`src/rtl/mem_arbiter.sv`:
```
// mem_arbiter: shares the byte-wide RAM port between instruction fetch (IF)
// and memory access (MEM). It runs one transaction at a time as consecutive
// byte accesses, and it assembles or scatters the data in little-endian order.
// Optional feature macro: MEM_ARB_BRANCH_ABORT_EN. When it is defined, a branch
// flush aborts an in-flight IF read straight away. When it is undefined, the
// read runs to the end and its completion pulse is suppressed.
module mem_arbiter (
    input  logic        clk_in,
    input  logic        rst_in,
    input  logic        rdy_in,
    input  logic        branch_flag_in,
    input  logic        if_req_in,
    input  logic [31:0] if_addr_in,
    output logic [31:0] if_data_out,
    output logic        if_done_out,
    input  logic        mem_req_in,
    input  logic        mem_wr_in,
    input  logic [2:0]  mem_len_in,
    input  logic [31:0] mem_addr_in,
    input  logic [31:0] mem_wdata_in,
    output logic [31:0] mem_rdata_out,
    output logic        mem_done_out,
    input  logic [7:0]  ram_din_in,
    output logic [7:0]  ram_dout_out,
    output logic [31:0] ram_a_out,
    output logic        ram_wr_out
);

    localparam int unsigned ADDR_W = 32;
    localparam int unsigned DATA_W = 32;
    localparam int unsigned BYTE_W = 8;
    localparam int unsigned CNT_W  = 3;
    localparam int unsigned IDX_W  = 2;

    typedef enum logic [1:0] {
        IDLE  = 2'd0,
        READ  = 2'd1,
        WRITE = 2'd2,
        DONE  = 2'd3
    } state_t;

    state_t              state;
    state_t              state_nxt;

    logic                owner_mem;   // 1: MEM owns the transaction, 0: IF
    logic                discard;     // IF read flushed; suppress its done pulse
    logic [CNT_W-1:0]    cnt;         // edges elapsed since the grant
    logic [CNT_W-1:0]    len;         // byte count of the transaction
    logic [DATA_W-1:0]   wdata;
    logic [DATA_W-1:0]   asm_data;

    logic                grant_mem_c;
    logic                grant_if_c;
    logic                flush_c;
    logic                abort_c;
    logic                rd_last_c;
    logic                wr_last_c;
    logic [CNT_W-1:0]    cnt_inc_c;
    logic [CNT_W-1:0]    len_dec_c;
    logic [IDX_W-1:0]    rd_idx_c;
    logic [IDX_W-1:0]    wr_idx_c;
    logic [DATA_W-1:0]   rd_word_c;
    logic [BYTE_W-1:0]   wr_byte_c;

    // Byte-count decode: only 1 and 2 are sub-word, everything else is a word
    always_comb begin
        len_dec_c = CNT_W'(4);
        case (mem_len_in)
            3'd1:    len_dec_c = CNT_W'(1);
            3'd2:    len_dec_c = CNT_W'(2);
            default: len_dec_c = CNT_W'(4);
        endcase
    end

    // Byte indexing: reads capture byte cnt-1, writes present byte cnt+1
    assign cnt_inc_c = cnt + CNT_W'(1);
    assign rd_idx_c  = IDX_W'(cnt - CNT_W'(1));
    assign wr_idx_c  = IDX_W'(cnt_inc_c);
    assign rd_last_c = (cnt == len);
    assign wr_last_c = (cnt_inc_c == len);
    assign wr_byte_c = wdata[{wr_idx_c, 3'b000} +: BYTE_W];

    // Assembly word with the byte arriving from RAM merged in
    always_comb begin
        rd_word_c = asm_data;
        rd_word_c[{rd_idx_c, 3'b000} +: BYTE_W] = ram_din_in;
    end

    // Branch flush seen while IF owns a read
    assign flush_c = (state == READ) && !owner_mem && branch_flag_in;

`ifdef MEM_ARB_BRANCH_ABORT_EN
    assign abort_c = flush_c;
`else
    assign abort_c = 1'b0;
`endif

    // State register
    always_ff @(posedge clk_in) begin
        if (rst_in) begin
            state <= IDLE;
        end else if (rdy_in) begin
            state <= state_nxt;
        end
    end

    // Next-state logic and grant decisions
    always_comb begin
        state_nxt   = state;
        grant_mem_c = 1'b0;
        grant_if_c  = 1'b0;
        case (state)
            IDLE: begin
                if (mem_req_in) begin
                    grant_mem_c = 1'b1;
                    state_nxt   = mem_wr_in ? WRITE : READ;
                end else if (if_req_in && !branch_flag_in) begin
                    grant_if_c = 1'b1;
                    state_nxt  = READ;
                end
            end
            READ: begin
                if (abort_c) begin
                    state_nxt = IDLE;
                end else if (rd_last_c) begin
                    state_nxt = DONE;
                end
            end
            WRITE: begin
                if (wr_last_c) begin
                    state_nxt = DONE;
                end
            end
            DONE: begin
                state_nxt = IDLE;
            end
        endcase
    end

    // Datapath: address/data sequencing, byte assembly and completion pulses
    always_ff @(posedge clk_in) begin
        if (rst_in) begin
            owner_mem     <= 1'b0;
            discard       <= 1'b0;
            cnt           <= '0;
            len           <= '0;
            wdata         <= '0;
            asm_data      <= '0;
            if_data_out   <= '0;
            if_done_out   <= 1'b0;
            mem_rdata_out <= '0;
            mem_done_out  <= 1'b0;
            ram_dout_out  <= '0;
            ram_a_out     <= '0;
            ram_wr_out    <= 1'b0;
        end else if (rdy_in) begin
            if_done_out  <= 1'b0;
            mem_done_out <= 1'b0;
            case (state)
                IDLE: begin
                    cnt        <= '0;
                    asm_data   <= '0;
                    discard    <= 1'b0;
                    ram_wr_out <= 1'b0;
                    if (grant_mem_c) begin
                        owner_mem <= 1'b1;
                        ram_a_out <= mem_addr_in;
                        len       <= len_dec_c;
                        wdata     <= mem_wdata_in;
                        if (mem_wr_in) begin
                            ram_wr_out   <= 1'b1;
                            ram_dout_out <= mem_wdata_in[BYTE_W-1:0];
                        end
                    end else if (grant_if_c) begin
                        owner_mem <= 1'b0;
                        ram_a_out <= if_addr_in;
                        len       <= CNT_W'(4);
                    end
                end
                READ: begin
                    if (abort_c) begin
                        cnt <= '0;
                    end else begin
                        cnt <= cnt_inc_c;
                        if (cnt_inc_c < len) begin
                            ram_a_out <= ram_a_out + ADDR_W'(1);
                        end
                        if (cnt != '0) begin
                            asm_data <= rd_word_c;
                        end
                        if (flush_c) begin
                            discard <= 1'b1;
                        end
                        if (rd_last_c) begin
                            if (owner_mem) begin
                                mem_rdata_out <= rd_word_c;
                                mem_done_out  <= 1'b1;
                            end else if (!(discard || flush_c)) begin
                                if_data_out <= rd_word_c;
                                if_done_out <= 1'b1;
                            end
                        end
                    end
                end
                WRITE: begin
                    cnt <= cnt_inc_c;
                    if (wr_last_c) begin
                        ram_wr_out   <= 1'b0;
                        mem_done_out <= 1'b1;
                    end else begin
                        ram_a_out    <= ram_a_out + ADDR_W'(1);
                        ram_dout_out <= wr_byte_c;
                        ram_wr_out   <= 1'b1;
                    end
                end
                DONE: begin
                    cnt <= '0;
                end
            endcase
        end
    end

endmodule

```
`config.mk`:
```
export PLATFORM = sky130hd
export DESIGN_NAME = mem_arbiter
export DESIGN_NICKNAME = d
export VERILOG_FILES = /design/src/rtl/mem_arbiter.sv
export SDC_FILE = /design/constraint.sdc
export NUM_CORES = 1
export LEC_CHECK = 0
export BUFFER_PORTS_ARGS = -buffer_cell sky130_fd_sc_hd__buf_4
export CORE_MARGIN = 3
export CORE_UTILIZATION = 45
export CTS_BUF_LIST = sky130_fd_sc_hd__clkbuf_2 sky130_fd_sc_hd__clkbuf_4 sky130_fd_sc_hd__clkbuf_8
export DETAILED_ROUTE_END_ITERATION = 8
export GPL_TIMING_DRIVEN = 0
export PLACE_DENSITY = 0.69
export SLEW_MARGIN = 10
export SYNTH_ARGS = -nofsm -noshare
export SYNTH_HDL_FRONTEND = slang
export SYNTH_SLANG_ARGS = --single-unit
```
`constraint.sdc`:
```
create_clock -name clk_in -period 3.9 [get_ports clk_in]
set_clock_uncertainty 0.1 [all_clocks]
set_input_delay 0.78 -clock clk_in [delete_from_list [all_inputs] [get_ports clk_in]]
set_output_delay 0.78 -clock clk_in [all_outputs]
set_load 0.03 [all_outputs]
```
==> results.json, run 1 <==
{
  "grt_max_degree": 17,
  "tns_ns": 0,
  "period_minus_slack_ns": 3.64,
  "hold_start": "wdata[23]",
  "synthesis.area_um2": 8880,
  "synthArstFlopShare_pct": 0,
  "avgSynthCellArea_um2": 8.21,
  "fmax_ghz": 0.275,
  "total_leakage_power_nw": 4.35,
  "combPwrFrac_pct": 28.2,
  "post_cts_resized": 0,
  "hold_depth": 2,
  "slowest_stage": "dfxtp_1",
  "nNetsFinal": 1449,
  "synth_cell_types": 64,
  "p_int_mw": 3.11,
  "cts_setup_buffers": 0,
  "synth_nets": 1210,
  "synth_seq_cells": 181,
  "antennaDiodeCount": 0,
  "cap_violations": 0,
  "grt_first_pass_wirelength_um": 46400,
  "power_frac_clock_pct": 28.6,
  "grt_setup_unrepaired": "false",
  "rows": 50,
  "netlist.area_leader.share_pct": 40.8,
  "drt_iter0_markers": 777,
  "core_area_um2": 19000,
  "critPathKind": "flip-flop to flip-flop",
  "p_per_area_nw_per_um2": 430,
  "grt_pass1_vias": 8387,
  "mostFrequentLayoutCell": "buf_4",
  "relSlewSlack_pct": 33.9,
  "clockBufferDepth": 2,
  "r2r-end": "ram_a_out[30]",
  "wl_per_cell_um": 18.8,
  "min_to": "wdata[23]",
  "dieArea_um2": 21500,
  "ys.flop_type": "dfxtp_1",
  "path_buf_inv": 4,
  "yosys.area.top_type": "dfxtp_1",
  "htreeDepth": 4,
  "gr-total-overflow": 0,
  "fin_crit_sh_pct": 93.4,
  "hold_class": "flip-flop to flip-flop",
  "r2r_cells": 11,
  "via_count": 9034,
  "syn2layout_area_growth_pct": 27.1,
  "final_cell_mix": "buf_4 (225), dfxtp_1 (181), a21oi_1 (157)",
  "fp.dieH_um": 146,
  "slew_viol_final": 0,
  "wl_um": 30000,
  "reg2reg_setup_slack_ns": 0.26,
  "layout-drive-gt1-share_pct": 25.3,
  "cts.sinks": 181,
  "status": "complete, no violations",
  "synth_edf_count": 0,
  "pin_count": 221,
  "cp_top_family": "buffers and inverters",
  "worstPathArrival_ns": 3.93,
  "cts_tree": "done",
  "die_w_um": 146,
  "seqPwrFrac_pct": 43.2,
  "ir_worst_vdd_mv": 0.232,
  "synthCells": 1081,
  "routabilityCongestion": 0.909,
  "worst-path-max-fanout": 11,
  "power.switching_mw": 1.74,
  "critPathCaptureType": "flip-flop",
  "sw_frac_of_total_pct": 35.9,
  "yosysSeqAreaShare_pct": 40.8,
  "final_hold_viol_count": 0,
  "r2r-start": "cnt[0]",
  "p_total_mw": 4.85,
  "tightest_slew_ns": 0.983,
  "drc": 0,
  "path_clk_slew_ns": 0.10,
  "grt_usage_pct": 26.8,
  "yosys-top-cells-area": "dfxtp_1 (41%), a21oi_1 (8.9%), nor2_1 (6.0%)",
  "cts_root_buffer": "clkbuf_8",
  "initial_core_util_pct": 46.7,
  "viasPerCell": 5.67,
  "clk_latency_ns": 0.46,
  "antenna_found_initial": 0,
  "first_pass_iters": 5,
  "setup_viol": 0,
  "hpwl_um": 22200,
  "ant_nets": 0,
  "cp.required_ns": 4.18,
  "ys_warn_count": 0,
  "start_kind": "flip-flop",
  "io_buffers": 220,
  "cts_inserted_buffers": 17,
  "cp_cell_sequence": "buf_2 > inv_1 > ha_1 > ha_1 > nand4_1 > o2111ai_1 > nor2_1 > buf_2 > clkbuf_1 > o21ai_0 > a21oi_1",
  "cpPeakStageDelay_ns": 0.62,
  "postCtsHoldBufs": 0
}
## final cells by class
class,instances,area (µm²)
well taps,260,325
multi-input cells,800,4810
plain buffers,78,367
clock buffers,19,255
clock inverters,13,170
repair buffers,220,1650
inverters,22,82.6
fillers,1830,7740
flip-flops and latches,181,3620
## cell usage after synthesis, drive strengths merged (8+ instances only)
| library cell | instances |
|---|---|
| a211oi | 82 |
| a21oi | 157 |
| a31oi | 11 |
| and3 | 15 |
| buf | 26 |
| clkbuf | 52 |
| dfxtp | 181 |
| ha | 15 |
| inv | 22 |
| mux2i | 13 |
| mux4 | 8 |
| nand2 | 125 |
| nand3 | 21 |
| nand4 | 17 |
| nor2 | 142 |
| nor2b | 66 |
| nor3 | 15 |
| nor4 | 10 |
| o21ai | 39 |
## power groups by stage
stage / Clock [mW] / Sequential (mW) / Combinational (mW)
2_1_floorplan: 0 / 2.26 / 0.673
3_5_place_dp: 0 / 2.13 / 1.35
4_1_cts: 1.40 / 2.09 / 1.35
6_report: 1.39 / 2.10 / 1.37
3_3_place_gp: 0 / 2.13 / 1.34
5_1_grt: 1.48 / 2.11 / 1.46
## flip-flops by register name (all words and copies together), names as in the netlist
| signal | cells |
|---|---|
| cnt | 3 |
| len | 3 |
| discard | 1 |
| if_data_out | 32 |
| mem_done_out | 1 |
| ram_dout_out | 8 |
| if_done_out | 1 |
| ram_wr_out | 1 |
| wdata | 32 |
| state | 2 |
| mem_rdata_out | 32 |
| asm_data | 32 |
| owner_mem | 1 |
| ram_a_out | 32 |
## worst min-delay path, stage by stage, from the launching register on
cell     delay, ns
dfxtp_1       0.32
nand2_1       0.05
a21oi_1       0.05
## layer usage
layer | part of all wire, % | GRT usage [%] | routed length (µm)
met2 | 45 | 42.3 | 13400
met3 | 8.1 | 4.84 | 2440
met5 | 0 | 0 | 0
met4 | 2.3 | 8.47 | 698
met1 | 45 | 37.5 | 13400
## metrics by stage
step           util, %  area (µm²)  hold slack (ns)  setup slack, ns  std cells
2_1_floorplan        -        8880            0.333             1.01       1081
3_3_place_gp      57.1       10900            0.340            0.328       1561
3_5_place_dp      57.1       10900            0.345            0.308       1561
4_1_cts           59.3       11300            0.358            0.268       1593
5_1_grt           59.3       11300            0.371           0.0233       1593
6_report          59.3       11300            0.360            0.257       1593
## worst max path at each step
stage | from | end | slack, ns | depth (start not counted)
final | cnt[0] | ram_a_out[30] | 0.26 | 11
after CTS | cnt[0] | ram_a_out[30] | 0.27 | 11
after floorplan | cnt[0] | ram_a_out[0] | 1.01 | 9
after global placement | cnt[0] | ram_a_out[30] | 0.33 | 11
after detailed placement | cnt[0] | ram_a_out[30] | 0.31 | 11
after global routing | cnt[0] | ram_a_out[30] | 0.02 | 11
## cell families (layout without fill, tap and decap cells)
family	Yosys count	count (layout)	synth area share [%]
flip-flops	181	181	40.8
multiplexers	24	24	3.88
adder cells (fa/ha/maj)	15	15	2.11
AND/OR/NAND/NOR	443	443	24.7
buffers and inverters	100	352	5.06
AO/OA/AOI/OAI	315	315	23.2
XOR/XNOR	3	3	0.296
No activity file was read; power rests on OpenSTA's default activity.
==> inputs of run 2 (changes only) <==
--- a/config.mk
+++ b/config.mk
@@ -12,6 +12,7 @@
 export DETAILED_ROUTE_END_ITERATION = 8
 export GPL_TIMING_DRIVEN = 0
 export PLACE_DENSITY = 0.69
+export RECOVER_POWER = 50
 export SLEW_MARGIN = 10
 export SYNTH_ARGS = -nofsm -noshare
 export SYNTH_HDL_FRONTEND = slang
==> results.json, run 2 (synthesis gave the netlist of run 1 again) <==
{
  "cts.sinks": 181,
  "cts_root_buffer": "clkbuf_8",
  "clockBufferDepth": 2,
  "routabilityCongestion": 0.909,
  "ant_nets": 0,
  "tns_ns": 0,
  "io_buffers": 220,
  "relSlewSlack_pct": 32.6,
  "final_cell_mix": "dfxtp_1 (181), clkbuf_1 (160), a21oi_1 (157)",
  "ir_worst_vdd_mv": 0.231,
  "period_minus_slack_ns": 3.65,
  "drt_iter0_markers": 739,
  "via_count": 8998,
  "slowest_stage": "dfxtp_1",
  "nFillCells": 1919,
  "setup_ws_ns": 0.246,
  "grt_max_degree": 17,
  "mostFrequentLayoutCell": "dfxtp_1",
  "antenna_found_initial": 0,
  "grt_setup_unrepaired": "false",
  "dp_slack_ns": 0.308,
  "cts_setup_buffers": 0,
  "pin_count": 221,
  "cp.required_ns": 4.18,
  "path_buf_inv": 4,
  "gr-total-overflow": 0,
  "grt_pass1_vias": 8387,
  "antennaDiodeCount": 0,
  "fin_crit_sh_pct": 93.7,
  "critPathCaptureType": "flip-flop",
  "status": "complete, no violations",
  "nNetsFinal": 1449,
  "cpPeakStageDelay_ns": 0.62,
  "worst-path-max-fanout": 11,
  "cp_cell_sequence": "buf_2 > inv_1 > ha_1 > ha_1 > nand4_1 > o2111ai_1 > nor2_1 > buf_2 > clkbuf_1 > o21ai_0 > a21oi_1",
  "tightest_slew_ns": 1.00,
  "fmax_ghz": 0.274,
  "cap_violations": 0,
  "layout-drive-gt1-share_pct": 17.2,
  "dieArea_um2": 21500,
  "initial_core_util_pct": 46.7,
  "post_cts_resized": 0,
  "cp_top_family": "buffers and inverters",
  "setup_viol": 0,
  "grt_first_pass_wirelength_um": 46400,
  "rows": 50,
  "total_leakage_power_nw": 3.89,
  "htreeDepth": 4,
  "p_per_area_nw_per_um2": 439,
  "slew_viol_final": 0,
  "viasPerCell": 5.65,
  "die_w_um": 146,
  "cts_tree": "done",
  "path_clk_slew_ns": 0.10,
  "clk_latency_ns": 0.46,
  "hold_class": "flip-flop to flip-flop",
  "multiInputGateArea_um2": 4810,
  "grt_usage_pct": 26.8,
  "core_area_um2": 19000,
  "worstPathArrival_ns": 3.94,
  "syn2layout_area_growth_pct": 22.5,
  "start_kind": "flip-flop",
  "hpwl_um": 22200,
  "drc": 0,
  "seqCellArea_um2": 3620,
  "wl_per_cell_um": 18.8,
  "first_pass_iters": 5,
  "critPathKind": "flip-flop to flip-flop",
  "postCtsHoldBufs": 0,
  "final_hold_viol_count": 0,
  "wl_um": 30000,
  "cts_inserted_buffers": 17,
  "fp.dieH_um": 146
}
[run 2: changes by cell type in the layout (fill, tap and decap cells not counted), sizes merged]
| cell | before | now |
|---|---|---|
| clkbuf | 71 | 179 |
| buf | 246 | 138 |
[run 2: per-layer routing]
metal  share of wire, %  routed length (µm)  track usage [%]  up-vias
met5                  0                   0                0        -
met4                2.2                 672             8.47        0
met3                7.4                2210             4.84       50
met2                 45               13500             42.3      404
met1                 45               13600             37.5     4232
li1                   -                   -                -     4312
[run 2: final timing paths]
check | start | endpoint | slack (ns) | depth (start not counted)
setup / recovery | cnt[0] | ram_a_out[30] | 0.25 | 11
hold / removal | wdata[21] | wdata[21] | 0.36 | 2
setup reg to reg | cnt[0] | ram_a_out[30] | 0.25 | 11
hold reg to reg | wdata[21] | wdata[21] | 0.36 | 2
[run 2: cell type report]
type / count / area share [%]
Buffer: 78 / 3.36
Clock buffer: 19 / 2.35
Inverter: 22 / 0.759
Multi-Input combinational cell: 800 / 44.2
Sequential cell: 181 / 33.3
Timing Repair Buffer: 220 / 11.5
Clock inverter: 13 / 1.56
Tap cell: 260 / 2.99
[run 2: per-stage QoR]
step	instance area [µm²]	total power [mW]	hold WS [ns]	std cells	utilization (%)
final	10900	4.78	0.359	1593	57.2
after global routing	10900	4.99	0.371	1593	57.2
after CTS	11300	4.84	0.358	1593	59.3
after detailed placement	10900	3.48	0.345	1561	57.1
after global placement	10900	3.47	0.340	1561	57.1
after floorplan	8880	2.93	0.333	1081	-
[run 2: power breakdown]
group	switching [mW]	total, mW	internal, mW
registers	0.133	2.09	1.96
logic	0.885	1.30	0.412
clock network	0.719	1.39	0.669
[run 2: tightest hold or removal path: cells and delay by family (launching register included)]
kind             cells  cell delay, ns
flip-flops           1            0.32
AO/OA/AOI/OAI        1            0.05
AND/OR/NAND/NOR      1            0.05
